===== src/rtl/counter_seq_ctrl.sv =====
// Command sequencer for the 8-bit loadable up-counter. It converts LOAD/RUN/SHOW
// commands into the counter's load, count-enable and output-enable strobes.
module counter_seq_ctrl #(
    parameter int WIDTH      = 8,
    parameter int PRESCALE_W = 8,
    parameter bit AUTO_SHOW  = 1'b1
) (
    input  logic                  clk,
    input  logic                  rst_n,
    input  logic                  cmd_valid,
    output logic                  cmd_ready,
    input  logic [1:0]            cmd_op,
    input  logic [WIDTH-1:0]      cmd_data,
    input  logic [PRESCALE_W-1:0] cfg_prescale,
    input  logic                  stop,
    output logic                  ctr_load,
    output logic [WIDTH-1:0]      ctr_load_val,
    output logic                  ctr_count_en,
    output logic                  ctr_out_en,
    output logic                  busy,
    output logic                  done,
    output logic                  aborted
);

    typedef enum logic [1:0] {
        IDLE = 2'd0,
        LOAD = 2'd1,
        RUN  = 2'd2,
        DONE = 2'd3
    } state_t;

    localparam logic [1:0] OP_LOAD = 2'b00;
    localparam logic [1:0] OP_RUN  = 2'b01;
    localparam logic [1:0] OP_SHOW = 2'b11;

    state_t                  state;
    logic [PRESCALE_W-1:0]   pre;
    logic [PRESCALE_W-1:0]   pre_reload;
    logic [WIDTH-1:0]        left;
    logic                    aborted_q;
    logic                    accept;

    assign cmd_ready    = (state == IDLE);
    assign busy         = !cmd_ready;
    assign accept       = cmd_valid && cmd_ready;
    assign ctr_load     = (state == LOAD);
    assign done         = (state == DONE);
    assign aborted      = aborted_q;
    // stop wins over a coincident tick, so a stopped RUN never emits a late pulse
    assign ctr_count_en = (state == RUN) && (pre == '0) && !stop;

    always_ff @(posedge clk or negedge rst_n) begin
        if (!rst_n) begin
            state        <= IDLE;
            pre          <= '0;
            pre_reload   <= '0;
            left         <= '0;
            ctr_load_val <= '0;
            ctr_out_en   <= 1'b0;
            aborted_q    <= 1'b0;
        end else begin
            aborted_q <= 1'b0;
            case (state)
                IDLE: begin
                    if (accept) begin
                        case (cmd_op)
                            OP_LOAD: begin
                                ctr_load_val <= cmd_data;
                                state        <= LOAD;
                            end
                            OP_RUN: begin
                                pre        <= cfg_prescale;
                                pre_reload <= cfg_prescale;
                                left       <= cmd_data;
                                // a zero-length run completes immediately
                                if (cmd_data == '0) begin
                                    state <= DONE;
                                    if (AUTO_SHOW) ctr_out_en <= 1'b1;
                                end else begin
                                    state <= RUN;
                                end
                            end
                            OP_SHOW: ctr_out_en <= cmd_data[0];
                            default: ;
                        endcase
                    end
                end
                LOAD: state <= IDLE;
                RUN: begin
                    if (stop) begin
                        state     <= IDLE;
                        aborted_q <= 1'b1;
                    end else if (pre == '0) begin
                        pre  <= pre_reload;
                        left <= left - WIDTH'(1);
                        if (left == WIDTH'(1)) begin
                            state <= DONE;
                            if (AUTO_SHOW) ctr_out_en <= 1'b1;
                        end
                    end else begin
                        pre <= pre - PRESCALE_W'(1);
                    end
                end
                DONE: state <= IDLE;
                default: state <= IDLE;
            endcase
        end
    end

endmodule

===== config.mk =====
export PLATFORM = sky130hd
export DESIGN_NAME = counter_seq_ctrl
export DESIGN_NICKNAME = d
export VERILOG_FILES = /design/src/rtl/counter_seq_ctrl.sv
export SDC_FILE = /design/constraint.sdc
export NUM_CORES = 1
export LEC_CHECK = 0
export CORE_MARGIN = 1
export CORE_UTILIZATION = 56
export DETAILED_ROUTE_END_ITERATION = 8
export PLACE_DENSITY = 0.85
export SETUP_SLACK_MARGIN = 0.15
export SLEW_MARGIN = 25
export SYNTH_ARGS = -nofsm -noshare
export SYNTH_HDL_FRONTEND = slang
export SYNTH_SLANG_ARGS = --single-unit

===== constraint.sdc =====
create_clock -name clk -period 4.6 [get_ports clk]
set_input_delay 0.92 -clock clk [delete_from_list [all_inputs] [get_ports clk]]
set_output_delay 0.92 -clock clk [all_outputs]
set_load 0.02 [all_outputs]

Yosys cells after proc, flatten, opt, wreduce, memory -nomap -nowiden

Index checks and enable logic that the tools add are counted.

Bits in latches: 0
Input bits: 22
ROM bits: 0
Register bits after elaboration: 36
Bits in writable memories: 0
Memories kept: 0

Magnitude comparators: 0
Equality and inequality tests: 16
Shift operators: 0
Divide/modulo/power cells: 0
$add $sub $neg: 2
Bitwise logic cells: 0
Reductions and logical operators: 17
Mux-type cells: 26
$mul: 0

Operators by type and width:

| operator            | number |
|---|---|
| $mux 8              | 8 |
| $pmux 8 s2          | 2 |
| $logic_not 8->1     | 2 |
| $sub 8x1->8 const B | 2 |
| $eq 8x1->1 const B  | 1 |
| $mux 1              | 8 |
| $mux 2              | 4 |
| $ne 2x1->1 const B  | 4 |
| $reduce_and 4->1    | 2 |
| $reduce_and 7->1    | 1 |
| $eq 2x2->1 const B  | 3 |
| $ne 3x1->1 const B  | 2 |
| $ne 3x2->1 const B  | 2 |
| $pmux 2 s3          | 1 |
| $reduce_and 3->1    | 2 |
| $reduce_and 5->1    | 1 |
| $eq 2x1->1 const B  | 2 |
| $logic_not 2->1     | 2 |
| $pmux 1 s2          | 2 |
| $pmux 2 s2          | 1 |
| $logic_and 1x1->1   | 3 |
| $ne 3x3->1 const B  | 1 |
| $logic_not 1->1     | 2 |
| $ne 2x2->1 const B  | 1 |
| other kinds (2)     | 2 |

Depth between registers and ports, before layout

Word-level depth: 5
Gate-level depth with buffers: 8

Least setup slack after synthesis

Ideal clock, no wire load.

Path type: flip-flop to output port
Start: register pre[0]
End: output ctr_count_en
Cell stages (with the launch flop): 6
Buffers on the path: 0
Path slack: 2055 ps
Arrival time: 1625 ps
Cells stage by stage: dfrtp_1 -> inv_1 -> ha_1 -> nor4b_4 -> nand2_1 -> nor3_1

Longest elaborated chain between the ends: 3

Ends and longest elaborated chain:

| item                            | RTL line | text |
|---|---|---|
| from (decl)                     | 37       | `logic [PRESCALE_W-1:0] pre;` |
| from (signal assigned)          | 72       | `pre <= cfg_prescale;` |
| from (signal assigned)          | 94       | `pre <= pre_reload;` |
| from (signal assigned)          | 101      | `pre <= pre - PRESCALE_W'(1);` |
| $logic_not 8->1                 | 50       | `assign ctr_count_en = (state == RUN) && (pre == '0) && !stop;` |
| $logic_and 1x1->1 (2 in series) | 50       |  |
| to (decl)                       | 18       | `output logic ctr_count_en,` |

Every way passes these cells.

Worst setup path in the final report

Ends and elaborated chain as after synthesis.

==> flow_summary.json <==
{
  "yosysMostFrequentCell": "dfrtp_1",
  "regToRegSetupSlack_ps": 2370,
  "synthTopCellsByCount": "36 x dfrtp_1, 18 x a21oi_1, 18 x o21ai_0, 16 x mux2_2, 13 x nor2_1",
  "netlist_area_um2": 1950,
  "async_reset_ff_share_pct": 100,
  "remaining_drc_errors": 0,
  "worst-setup-path-type": "reg -> out",
  "register_area_um2": 901,
  "yosys_warnings": 0,
  "finalNetCount": 259,
  "grt_pass1_vias": 1527,
  "viasPerCell": 5.89,
  "clock_skew_ps": 3.41,
  "grt_usage_pct": 27.8,
  "drt_iter0_markers": 74,
  "clock_path_buffers": 2,
  "synthFlopType": "dfrtp_1",
  "multi_input_area_um2": 977,
  "antenna_found_initial": 0,
  "setup_viol": 0,
  "worstSetupEndpointType": "primary output",
  "hpwl_um": 3220,
  "rr_startpoint": "pre[0]",
  "dieArea_um2": 3730,
  "ir_worst_vdd_v": 0.000285,
  "portBuffers": 36,
  "synth_seq_cells": 36,
  "arrival_ps": 2630,
  "grt_max_degree": 37,
  "synth_top_area_cell": "dfrtp_1",
  "tns_ps": 0,
  "power_mw": 1.12,
  "synth_area_leaders": "dfrtp_1 46%, mux2_2 9.2%, a21oi_1 4.6%, o21ai_0 4.6%, ha_1 2.6%",
  "ys_types": 45,
  "crit_path_cell_trace": "inv_1, ha_1, nor4b_4, nand2_1, nor3_1, clkdlybuf4s50_1",
  "hold_buffers": 0,
  "worstPathRequired_ps": 3680,
  "gp_congestion": 0.821,
  "die_w_um": 61.1,
  "antenna_left": 0,
  "drv_slew": 0,
  "path_clk_slew_ps": 110,
  "report.final.hold_viol_count": 0,
  "final_core_util_pct": 72.0,
  "cts_buffers": 5,
  "cts_tree": "yes",
  "setup_ws_ps": 1050,
  "place_ws_ps": 1430,
  "crit_buf_inv": 2,
  "synth_enable_flop_cells": 0,
  "h-tree-depth": 2,
  "synthCells": 196,
  "min_period_ps": 3550,
  "syn_to_final_growth_pct": 22.9,
  "slowest_stage": "clkdlybuf4s50_1",
  "cp.depth": 6,
  "start_util_pct": 58.6,
  "post_cts_buffers": 0,
  "cts.sinks": 36,
  "syn-num-nets": 222,
  "cap_violations": 0,
  "syn_avg_cell_area_um2": 9.97,
  "clk_latency_ps": 350,
  "antenna_cells": 0,
  "ys_seq_area_share_pct": 46.1,
  "routed_wl_um": 4520,
  "slew-limit-headroom_pct": 42.6,
  "clockRootBuffer": "clkbuf_4",
  "core_area_um2": 3340,
  "whs_ps": 519,
  "grt_pass1_wl_um": 7380,
  "postLayoutCellArea_um2": 2400,
  "period_share_pct": 77.2,
  "post_drt_wl_per_cell_um": 16.1,
  "tightestPinTransition_ps": 861,
  "firstDrtPassIters": 4,
  "io_pins": 37,
  "rsz0062_at_grt": "no",
  "ff2ff_path_depth": 7,
  "r2r-end": "left[6]",
  "synth_top_area_share_pct": 46.1,
  "status": "finished, final reports clean",
  "slowest_delay_ps": 650,
  "postPlaceCellArea_um2": 2340,
  "powerDensity_nw_per_um2": 465,
  "drive_gt1_share_pct": 13.2,
  "hp-class": "reg -> reg",
  "critPathMaxFanout": 7,
  "dp.cells": 272,
  "fillCellCount": 259,
  "startpoint_type": "flop",
  "fmax_mhz": 282,
  "leakagePower_nw": 0.948,
  "critPathCapture": "ctr_count_en",
  "grt_overflow": 0,
  "layoutNonFillerInstCount": 280,
  "critPathTopFamily": "simple AND/OR/NAND/NOR gates",
  "die_h_um": 61.1,
  "critPathLaunch": "pre[0]",
  "cts_resized": 0,
  "vias": 1648,
  "num_rows": 21
}
## final cells by class
class | instances | area share (%)
Multi-Input combinational cell | 144 | 40.7
Clock buffer | 6 | 2.14
Sequential cell | 36 | 37.5
Clock inverter | 2 | 0.417
Inverter | 8 | 1.25
Timing Repair Buffer | 38 | 15.6
Tap cell | 46 | 2.40
## how the worst min path moves through the flow
stage,depth (start not counted),from,endpoint,slack (ps)
2_1_floorplan,1,left[6],left[6],460
3_3_place_gp,1,pre_reload[1],pre_reload[1],490
3_5_place_dp,1,pre_reload[1],pre_reload[1],490
4_1_cts,1,pre_reload[1],pre_reload[1],520
5_1_grt,1,ctr_load_val[6],ctr_load_val[6],540
6_report,1,pre_reload[1],pre_reload[1],520
## power by group
| group | total (mW) | switching [mW] | internal (mW) |
|---|---|---|---|
| sequential | 0.522 | 0.101 | 0.421 |
| combinational | 0.412 | 0.213 | 0.199 |
| clock | 0.183 | 0.110 | 0.0727 |
| total | 1.12 | 0.424 | 0.693 |
## sequential cells by signal, indices dropped and copies added (netlist names)
register      count
ctr_out_en        1
aborted           1
left              8
ctr_load_val      8
pre               8
pre_reload        8
state             2
## cells in the final DEF, fill, tap and decap left out, types with 4 or more instances in the layout
master | netlist | layout
dfrtp_1 | 36 | 36
clkdlybuf4s50_1 | 0 | 36
o21ai_0 | 18 | 18
a21oi_1 | 18 | 18
mux2_2 | 16 | 16
nor2_1 | 13 | 13
nand2_1 | 10 | 10
nor3_1 | 9 | 9
inv_1 | 8 | 8
nand3_1 | 5 | 5
clkbuf_4 | 0 | 5
ha_1 | 4 | 4
## worst register-to-register path, stage by stage, from the launching register on
cell,delay [ps]
dfrtp_1,400
inv_1,120
ha_1,190
nor4b_4,400
nand2_1,290
a21oi_2,400
o21ai_0,170
o2bb2ai_1,160
## routing by layer
metal,up-vias,GRT usage (%),share of wire [%]
li1,808,-,-
met1,779,40.5,47
met2,53,39.1,46
met3,8,5.88,5.4
met4,0,14.0,1.3
met5,-,0,0
## cell families after synthesis
group / after synthesis / share of synthesized area [%]
simple gates: 58 / 16.5
mux: 17 / 9.73
fa+ha+maj: 4 / 2.56
buf+inv: 16 / 3.91
compound gates: 63 / 20.4
xor+xnor: 2 / 0.896
flops: 36 / 46.1
(Power assumes the default switching activity.)
==> edit (same settings) <==
`AUTO_SHOW`: 1'b1 -> 1'b0.
--- a/src/rtl/counter_seq_ctrl.sv
+++ b/src/rtl/counter_seq_ctrl.sv
@@ -5,3 +5,3 @@
     parameter int PRESCALE_W = 8,
-    parameter bit AUTO_SHOW  = 1'b1
+    parameter bit AUTO_SHOW  = 1'b0
 ) (
Formal check against the unedited RTL: not equivalent (Yosys sat finds a counterexample within 4 cycles, from zero or initial values and one cycle with rst_n low).
==> edit against the original RTL <==
Critical path depth is the same. Synthesized area grew 1.2%. Sequential cell count is the same. Worst hold slack lost 0.013 ns. Routed wire length grew 5.0%. Worst setup slack lost 0.030 ns. Final area grew 1.6%. Power shrank 7.7%. Critical path type unchanged. Critical endpoint unchanged. Largest power group unchanged. Highest routed layer unchanged.
==> edit: results (changes against the original RTL) <==
----------------------------------------------------
[Global routing]
  First-pass GRT wire length ... 7760 um (+5.1%)
  Met3 global-route usage ... 0.0693 (+0.0105)
  Overall track demand over capacity in global routing ... 0.287 (+0.00876)
  Global routing met1 resource utilization ... 0.377 (-0.0289)

[Routing]
  Avg WL per Cell ... 17.1 um (+6.2%)
  Iter 0 DRT Violations ... 128 (+73%)
  Number of vias after detailed routing ... 1720 (+4.4%)

[Yosys]
  Post-synth net total ... 218 (-1.8%)
  Post-synthesis cell type count ... 51 (+13%)
  Average instance area after synthesis ... 10.3 sq um (+3.3%)
  Cell types occupying the most area after synthesis ... sky130_fd_sc_hd__dfrtp_1 (46%), sky130_fd_sc_hd__mux2_2 (9.7%), sky130_fd_sc_hd__a21oi_1 (2.8%), sky130_fd_sc_hd__nor2_1 (2.7%), sky130_fd_sc_hd__ha_1 (2.5%)

[Place]
  Number of cells after detailed placement ... 269 (-1.1%)
  Routability-driven placement congestion ratio ... 0.911 (+11%)
  Post-Place Setup Slack ... 1.36 ns (-0.0702 ns)
  Post-detailed-placement half-perimeter wirelength ... 3470 um (+7.7%)

[Clock tree]
  Clock Tree Buf Depth ... 2 (unchanged)

[Pwr]
  Leakage dissipation ... 0.966 nW (+2.0%)

[Layout]
  Final #Nets ... 256 (-1.2%)
  Fillcell total ... 273 (+5.4%)
  Area added between synthesis and finish ... 23.3%
  Fraction of layout instances using a drive strength above 1 ... 0.152 (+0.0190)

[Timing]
  Worst setup skew after layout ... 0.0104 ns (+0.00696 ns)

[Setup path]
  Max FO, Critical Path ... 5 (-2)
  Arrival time reported for the critical path endpoint ... 2.66 ns (+0.03 ns)

[Hold path]
  Class of the tightest hold or removal check ... reg -> reg

[Status]
  Result of the run ... finished, final reports clean

----------------------------------------------------
==> edit: through the flow <==
| stage | hold slack, ns | instance area, sq um | utilization |
|---|---|---|---|
| after floorplan | 0.457 | 1980 | - |
| after global placement | 0.482 | 2380 | 0.708 |
| after detailed placement | 0.487 | 2380 | 0.708 |
| after CTS | 0.510 | 2440 | 0.725 |
| after global routing | 0.539 | 2440 | 0.725 |
| final | 0.506 | 2440 | 0.725 |
==> edit: cell families after synthesis <==
group                    count (synthesis)  share of synthesized area
XOR/XNOR                                 2                    0.00886
AO/OA/AOI/OAI                           51                      0.183
multiplexers                            18                      0.102
flip-flops                              36                      0.455
adder cells (fa/ha/maj)                  4                     0.0253
AND/OR/NAND/NOR                         67                      0.195
buffers and inverters                   14                     0.0304
==> edit: worst paths after layout <==
kind | from | to | slack [ns] | cells past startpoint
max | pre[0] | ctr_count_en | 1.02 | 6
min reg2reg | left[7] | left[7] | 0.51 | 1
max reg2reg | state[1] | left[5] | 2.31 | 5
min | left[7] | left[7] | 0.51 | 1
min in group asynchronous | rst_n | ctr_out_en | 0.99 | 2
max in group asynchronous | rst_n | left[4] | 3.28 | 2
==> edit: power by group <==
| part | switching (mW) | internal [mW] |
|---|---|---|
| Combinational | 0.177 | 0.176 |
| Sequential | 0.0964 | 0.405 |
| Clock | 0.100 | 0.0754 |
==> edit: layer usage <==
layer	vias to the layer above	part of all wire
met2	67	0.52
met3	12	0.060
met1	839	0.41
met4	0	0.016
met5	-	0
li1	802	-
==> edit: area by class of cell <==
class                      count  area share
timing repair buffer          39       0.157
sequential                    36       0.369
tap                           46      0.0236
clock buffer                   8      0.0241
inverter                       6     0.00923
multi-input combinational    142       0.417
